<file path="src/rtl/idct_pkg.sv">
// idct_pkg: shared definitions for the IDCT block sequencer.
//   idct_seq_state_t    - sequencer FSM states (IDLE, LOAD, WAIT, DRAIN)
//   IDCT_ROWS_PER_BLOCK - rows in one 8x8 block
//   IDCT_ROW_CNT_W      - width of the per-block row counters
package idct_pkg;

  localparam int IDCT_ROWS_PER_BLOCK = 8;
  localparam int IDCT_ROW_CNT_W      = 3;

  typedef enum logic [1:0] {
    SEQ_IDLE  = 2'd0,
    SEQ_LOAD  = 2'd1,
    SEQ_WAIT  = 2'd2,
    SEQ_DRAIN = 2'd3
  } idct_seq_state_t;

endpackage

</file>
<file path="src/rtl/idct_seq_watchdog.sv">
// idct_seq_watchdog: cycle counter with a sticky error flag.
// Ports:
//   clk_i, rst_i - clock, synchronous active-high reset
//   run_i        - counter advances while high, held at 0 while low
//   clear_i      - restarts the count (progress seen)
//   expire_o     - high in the cycle the count reaches TIMEOUT_CYCLES
//   err_o        - sticky error, cleared only by rst_i
module idct_seq_watchdog #(
  parameter int TIMEOUT_CYCLES = 64
) (
  input  logic clk_i,
  input  logic rst_i,
  input  logic run_i,
  input  logic clear_i,
  output logic expire_o,
  output logic err_o
);

  localparam int CW = $clog2(TIMEOUT_CYCLES + 1);

  logic [CW-1:0] cnt_q, cnt_d;
  logic          err_q, err_d;

  // cnt_q counts completed idle cycles; the TIMEOUT_CYCLES-th one expires.
  assign expire_o = run_i && !clear_i && (cnt_q == CW'(TIMEOUT_CYCLES - 1));
  assign err_o    = err_q;

  always_comb begin
    cnt_d = cnt_q;
    err_d = err_q | expire_o;
    if (clear_i || !run_i || expire_o) begin
      cnt_d = '0;
    end else begin
      cnt_d = cnt_q + 1'b1;
    end
  end

  always_ff @(posedge clk_i) begin
    if (rst_i) begin
      cnt_q <= '0;
      err_q <= 1'b0;
    end else begin
      cnt_q <= cnt_d;
      err_q <= err_d;
    end
  end

endmodule

</file>
<file path="src/rtl/idct_block_sequencer.sv">
// idct_block_sequencer: block-level controller in front of idct_2d.
// Admits an 8-row coefficient block only when downstream grants room for a
// whole block, streams it into the datapath, then forwards the 8 returned
// pixel rows with a last-row marker. One block in flight at a time.
// Handshake: an upstream row transfers on a cycle where row_valid_in and
// row_ready_out are both high; row_ready_out is high only in LOAD and does
// not depend on row_valid_in. Datapath and downstream sides are pulse-only.
// Optional feature: define IDCT_SEQ_TIMEOUT_EN to add a WAIT/DRAIN watchdog
// (idct_seq_watchdog); otherwise timeout_err_out is tied low.
// Ports:
//   clk_in, rst_in                  - clock, synchronous active-high reset
//   row_in/row_valid_in/row_ready_out - upstream coefficient rows
//   blk_ready_in                    - downstream can absorb a whole block
//   dp_row_out/dp_valid_out         - rows into the datapath
//   dp_pix_in/dp_valid_in/dp_final_in - pixel rows from the datapath
//   pix_row_out/pix_valid_out/pix_last_out - pixel rows downstream
//   busy_out                        - not IDLE
//   block_count_out                 - completed blocks (wrapping)
//   timeout_err_out                 - sticky watchdog error
module idct_block_sequencer
  import idct_pkg::*;
#(
  parameter int WIDTH          = 12,
  parameter int TIMEOUT_CYCLES = 64
) (
  input  logic                   clk_in,
  input  logic                   rst_in,
  input  logic [WIDTH*8-1:0]     row_in,
  input  logic                   row_valid_in,
  output logic                   row_ready_out,
  input  logic                   blk_ready_in,
  output logic [WIDTH*8-1:0]     dp_row_out,
  output logic                   dp_valid_out,
  input  logic [(WIDTH-4)*8-1:0] dp_pix_in,
  input  logic                   dp_valid_in,
  input  logic                   dp_final_in,
  output logic [(WIDTH-4)*8-1:0] pix_row_out,
  output logic                   pix_valid_out,
  output logic                   pix_last_out,
  output logic                   busy_out,
  output logic [15:0]            block_count_out,
  output logic                   timeout_err_out
);

  localparam int PIX_W = (WIDTH - 4) * 8;
  localparam logic [IDCT_ROW_CNT_W-1:0] LAST_ROW =
    IDCT_ROW_CNT_W'(IDCT_ROWS_PER_BLOCK - 1);

  idct_seq_state_t           state_q, state_d;
  logic [IDCT_ROW_CNT_W-1:0] in_cnt_q, in_cnt_d;
  logic [IDCT_ROW_CNT_W-1:0] out_cnt_q, out_cnt_d;
  logic [WIDTH*8-1:0]        dp_row_q, dp_row_d;
  logic                      dp_valid_q, dp_valid_d;
  logic [PIX_W-1:0]          pix_row_q, pix_row_d;
  logic                      pix_valid_q, pix_valid_d;
  logic                      pix_last_q, pix_last_d;
  logic [15:0]               block_count_q, block_count_d;

  logic wd_run, wd_clear, wd_expire, wd_err;

  // Block end is defined by out_cnt, so the datapath's final flag is unused.
  logic final_unused;
  assign final_unused = dp_final_in;

  assign wd_run = (state_q == SEQ_WAIT) || (state_q == SEQ_DRAIN);

`ifdef IDCT_SEQ_TIMEOUT_EN
  idct_seq_watchdog #(
    .TIMEOUT_CYCLES(TIMEOUT_CYCLES)
  ) u_watchdog (
    .clk_i   (clk_in),
    .rst_i   (rst_in),
    .run_i   (wd_run),
    .clear_i (wd_clear),
    .expire_o(wd_expire),
    .err_o   (wd_err)
  );
`else
  logic wd_unused;
  assign wd_unused = wd_run ^ wd_clear ^ (TIMEOUT_CYCLES > 0);
  assign wd_expire = 1'b0;
  assign wd_err    = 1'b0;
`endif

  always_comb begin
    state_d       = state_q;
    in_cnt_d      = in_cnt_q;
    out_cnt_d     = out_cnt_q;
    dp_row_d      = dp_row_q;
    dp_valid_d    = 1'b0;
    pix_row_d     = pix_row_q;
    pix_valid_d   = 1'b0;
    pix_last_d    = 1'b0;
    block_count_d = block_count_q;
    wd_clear      = 1'b0;
    row_ready_out = 1'b0;

    case (state_q)
      SEQ_IDLE: begin
        // The grant is sampled only here; a later drop does not stop the block.
        if (blk_ready_in) begin
          state_d   = SEQ_LOAD;
          in_cnt_d  = '0;
          out_cnt_d = '0;
        end
      end
      SEQ_LOAD: begin
        row_ready_out = 1'b1;
        if (row_valid_in) begin
          dp_row_d   = row_in;
          dp_valid_d = 1'b1;
          in_cnt_d   = in_cnt_q + 1'b1;
          if (in_cnt_q == LAST_ROW) begin
            state_d  = SEQ_WAIT;
            wd_clear = 1'b1;
          end
        end
      end
      SEQ_WAIT, SEQ_DRAIN: begin
        if (dp_valid_in) begin
          // The first returned row is already a DRAIN row.
          state_d     = SEQ_DRAIN;
          wd_clear    = 1'b1;
          pix_row_d   = dp_pix_in;
          pix_valid_d = 1'b1;
          out_cnt_d   = out_cnt_q + 1'b1;
          if (out_cnt_q == LAST_ROW) begin
            pix_last_d    = 1'b1;
            state_d       = SEQ_IDLE;
            block_count_d = block_count_q + 16'd1;
          end
        end else if (wd_expire) begin
          state_d   = SEQ_IDLE;
          in_cnt_d  = '0;
          out_cnt_d = '0;
        end
      end
      default: state_d = SEQ_IDLE;
    endcase
  end

  always_ff @(posedge clk_in) begin
    if (rst_in) begin
      state_q       <= SEQ_IDLE;
      in_cnt_q      <= '0;
      out_cnt_q     <= '0;
      dp_row_q      <= '0;
      dp_valid_q    <= 1'b0;
      pix_row_q     <= '0;
      pix_valid_q   <= 1'b0;
      pix_last_q    <= 1'b0;
      block_count_q <= '0;
    end else begin
      state_q       <= state_d;
      in_cnt_q      <= in_cnt_d;
      out_cnt_q     <= out_cnt_d;
      dp_row_q      <= dp_row_d;
      dp_valid_q    <= dp_valid_d;
      pix_row_q     <= pix_row_d;
      pix_valid_q   <= pix_valid_d;
      pix_last_q    <= pix_last_d;
      block_count_q <= block_count_d;
    end
  end

  assign dp_row_out      = dp_row_q;
  assign dp_valid_out    = dp_valid_q;
  assign pix_row_out     = pix_row_q;
  assign pix_valid_out   = pix_valid_q;
  assign pix_last_out    = pix_last_q;
  assign busy_out        = (state_q != SEQ_IDLE);
  assign block_count_out = block_count_q;
  assign timeout_err_out = wd_err;

endmodule

</file>
<file path="config.mk">
export PLATFORM = sky130hd
export DESIGN_NAME = idct_block_sequencer
export DESIGN_NICKNAME = d
export VERILOG_FILES = /design/src/rtl/idct_pkg.sv /design/src/rtl/idct_seq_watchdog.sv /design/src/rtl/idct_block_sequencer.sv
export SDC_FILE = /design/constraint.sdc
export NUM_CORES = 1
export LEC_CHECK = 0
export BUFFER_PORTS_ARGS = -buffer_cell sky130_fd_sc_hd__buf_2
export CAP_MARGIN = 20
export CORE_AREA = 2 2 136 138
export DETAILED_ROUTE_END_ITERATION = 8
export DIE_AREA = 0 0 138 140
export GPL_ROUTABILITY_DRIVEN = 0
export PLACE_DENSITY_LB_ADDON = 0.25
export SYNTH_ARGS = -nofsm -noshare
export SYNTH_HDL_FRONTEND = slang
export SYNTH_HIERARCHICAL = 1
export SYNTH_SLANG_ARGS = --single-unit
export TNS_END_PERCENT = 100
</file>
<file path="constraint.sdc">
create_clock -name clk_in -period 2.25 [get_ports clk_in]
set_clock_uncertainty 0.2 [all_clocks]
set_input_delay 0.45 -clock clk_in [delete_from_list [all_inputs] [get_ports clk_in]]
set_output_delay 0.45 -clock clk_in [all_outputs]
set_load 0.01 [all_outputs]
</file>
==> impl_metrics.env <==
export IMPL_detail_route_antenna_nets=0
export IMPL_cp_slowest_cell="sky130_fd_sc_hd__dfxtp_1"
export IMPL_power_density_cell_area_nw_per_um2=738.8
export IMPL_cts_inserted_buffers=17
export IMPL_worst_hold_path_stage_count=3
export IMPL_vias_in_the_first_global_route=5973
export IMPL_final_critical_path_time_including_i_o_delays_and_setup_ps=2016
export IMPL_grt_pass1_wl_mm=30.53
export IMPL_post_synth_main_area_contributors="sky130_fd_sc_hd__dfxtp_1, sky130_fd_sc_hd__nand2_1, sky130_fd_sc_hd__a21oi_1"
export IMPL_port_buffers=345
export IMPL_average_wire_per_cell_in_the_routed_design_um=13.90
export IMPL_critical_path_class="flip-flop to primary output"
export IMPL_p_leak_nw=4.206
export IMPL_ys_dominant_reg_cell="sky130_fd_sc_hd__dfxtp_1"
export IMPL_cts_hold_buffers_added=0
export IMPL_min_delay_path_class="input port to flip-flop"
export IMPL_total_power_mw=6.810
export IMPL_clk_slew_on_worst_s_h_paths_ps=80
export IMPL_worstSetupEndpointType="primary output"
export IMPL_critical_path_max_fanout=6
export IMPL_antenna_found_initial=3
export IMPL_dpl_cell_area_um2=8650
export IMPL_yosysTopAreaCellShare=0.5623
export IMPL_die_y_um=140
export IMPL_synth_fp_nets=1000
export IMPL_tritoncts="yes"
export IMPL_hold_path_startpoint="row_in[79]"
export IMPL_synth_edff_count=0
export IMPL_route_detailed_drc=0
export IMPL_grt_total_usage=0.1936
export IMPL_max_cap_viol_count=0
export IMPL_core_region_area_um2=17780
export IMPL_postSynthCellCount=829
export IMPL_async_reset_ff_frac=0
export IMPL_final_nets=1320
export IMPL_route_vias_total=6495
export IMPL_finalSetupViolations=0
export IMPL_fin_crit_sh=0.8958
export IMPL_synth_sequential_area_ratio=0.5623
export IMPL_timing_rr_end="block_count_out[15]"
export IMPL_hold_path_endpoint="dp_row_out[79]"
export IMPL_globalRouteOverflowTotal=0
export IMPL_die_area_um2=19320
export IMPL_starting_utilization_of_the_core_area=0.3745
export IMPL_fin_worst_hold_slack_ps=52.09
export IMPL_worst_r2r_path_depth=6
export IMPL_vias_per_cell=4.663
export IMPL_final_total_negative_setup_slack_ps=0
export IMPL_final_hold_violation_count=0
export IMPL_yosys_area_top_type="sky130_fd_sc_hd__dfxtp_1"
export IMPL_post_cts_setup_buffer_count=0
export IMPL_crit_path_start_kind="flip-flop"
export IMPL_rows=49
export IMPL_dpl_hpwl_mm=13.61
export IMPL_worstSetupStartpoint="state_q[0]"
export IMPL_outcome="finished, final reports clean"
export IMPL_io_pins=348
export IMPL_worst_path_buf_inv=1
export IMPL_clock_sinks=187
export IMPL_rrSetupSlack_ps=280
export IMPL_initial_drc_count=343
export IMPL_worstPathRequired_ps=1600
export IMPL_yosysWarningCount=6
export IMPL_critical_path_max_stage_delay_ps=430
export IMPL_cp_data_arrival_time_ps=1370
export IMPL_timing_final_max_slew_violations=0
export IMPL_rsz0062_at_grt="no"
export IMPL_grt_max_degree=65
export IMPL_clk_path_buf_depth=2
export IMPL_final_design_area_no_fill_um2=9218
export IMPL_vdd_ir_drop_max_mv=0.4824
export IMPL_netlist_area_um2=6658
export IMPL_die_width_um=138
export IMPL_layout_commonest_cell="sky130_fd_sc_hd__buf_2"
export IMPL_most_common_layout_cells="sky130_fd_sc_hd__buf_2, sky130_fd_sc_hd__nand2_1, sky130_fd_sc_hd__dfxtp_1"
export IMPL_firstDrtPassIters=7
export IMPL_synth_ff_latch_count=187
export IMPL_final_layout_size_suffix_gt1_frac=0.3471
export IMPL_layout_area_overhead_vs_synth_pct=38.45
export IMPL_postCtsResizedCells=0
export IMPL_worst_r2r_startpoint="out_cnt_q[0]"
export IMPL_clock_tree_root_cell="sky130_fd_sc_hd__clkbuf_16"
export IMPL_htree_num_levels=4
export IMPL_post_synth_cell_area_avg_um2=8.031
export IMPL_critical_path_top_delay_family="flip-flops"
export IMPL_detail_route_wirelength_mm=19.36
export IMPL_synth_cell_types=36
export IMPL_critical_path_cell_chain="nor2b_1 -> buf_2"
export IMPL_clock_insertion_delay_worst_skew_ps=430
export IMPL_fmax_ghz=0.4961
worst max path at each step:
stage / endpoint / depth (start not counted)
floorplan: block_count_out[15] / 6
global placement: block_count_out[15] / 6
detailed placement: block_count_out[15] / 6
CTS: row_ready_out / 2
global route: row_ready_out / 2
finish: row_ready_out / 2
state kept, by name (all words and copies together) (netlist names):
name             cells
out_cnt_q            3
pix_valid_out        1
in_cnt_q             3
pix_row_out         64
state_q              2
block_count_out     16
pix_last_out         1
dp_valid_out         1
dp_row_out          96
routing by layer:
| metal | GRT usage | share of wire | vias up | wire [µm] |
|---|---|---|---|---|
| met5 | 0 | 0 | - | 0 |
| met4 | 0.07680 | 0.022 | 0 | 434 |
| met3 | 0.06598 | 0.084 | 31 | 1618 |
| met2 | 0.3095 | 0.46 | 245 | 8966 |
| met1 | 0.2415 | 0.43 | 2886 | 8336 |
| li1 | - | - | 3333 | - |
cell families (layout without fill, tap and decap cells):
family | count (synthesis) | in the layout | share of synthesized area
other | 1 | 4 | 0.0005633
DFF | 187 | 187 | 0.5623
adders and majority gates | 5 | 5 | 0.009397
muxes | 2 | 2 | 0.003007
buffers and inverters | 62 | 394 | 0.04097
and+or+nand+nor | 382 | 382 | 0.2313
AOI/OAI and AO/OA | 179 | 179 | 0.1379
xor gates and xnor gates | 11 | 11 | 0.01447
power breakdown:
part | total [mW] | switching, mW | internal, mW
combinational | 0.501 | 0.275 | 0.226
clock | 2.89 | 1.38 | 1.52
sequential | 3.42 | 0.0338 | 3.38
total | 6.81 | 1.69 | 5.12
synth_stat cells (3+ instances only):
| master | instances |
|---|---|
| sky130_fd_sc_hd__nand2_1 | 329 |
| sky130_fd_sc_hd__dfxtp_1 | 187 |
| sky130_fd_sc_hd__a21oi_1 | 168 |
| sky130_fd_sc_hd__clkbuf_1 | 35 |
| sky130_fd_sc_hd__nor2_1 | 24 |
| sky130_fd_sc_hd__buf_2 | 17 |
| sky130_fd_sc_hd__xor2_1 | 6 |
| sky130_fd_sc_hd__a22oi_1 | 5 |
| sky130_fd_sc_hd__buf_1 | 5 |
| sky130_fd_sc_hd__ha_1 | 5 |
| sky130_fd_sc_hd__nand3_1 | 5 |
| sky130_fd_sc_hd__xnor2_1 | 5 |
| sky130_fd_sc_hd__nand4_1 | 4 |
| sky130_fd_sc_hd__and2_1 | 3 |
| sky130_fd_sc_hd__buf_4 | 3 |
| sky130_fd_sc_hd__o21ai_0 | 3 |
tightest hold or removal path, cell delays in order:
cell	delay, ps
sky130_fd_sc_hd__buf_2	90
sky130_fd_sc_hd__nand2_1	40
sky130_fd_sc_hd__a21oi_1	50
final cells by class:
cell class	count	area, µm²
inverter	1	3.754
tap	229	286.5
clock buffer	20	456.7
timing repair buffer	362	1961
fill	1798	8562
antenna	3	7.507
sequential	187	3744
multi-input combinational	580	2655
clock inverter	11	103.9
through the flow:
| step | cells | utilization | setup slack [ps] |
|---|---|---|---|
| after global routing | 1391 | 0.5182 | 125.3 |
| after detailed placement | 1359 | 0.4865 | 284.0 |
| after CTS | 1390 | 0.5180 | 204.5 |
| after floorplan | 829 | - | 327.3 |
| final | 1393 | 0.5184 | 234.4 |
| after global placement | 1359 | 0.4865 | 323.7 |
Power figures use the tool's default switching activity.
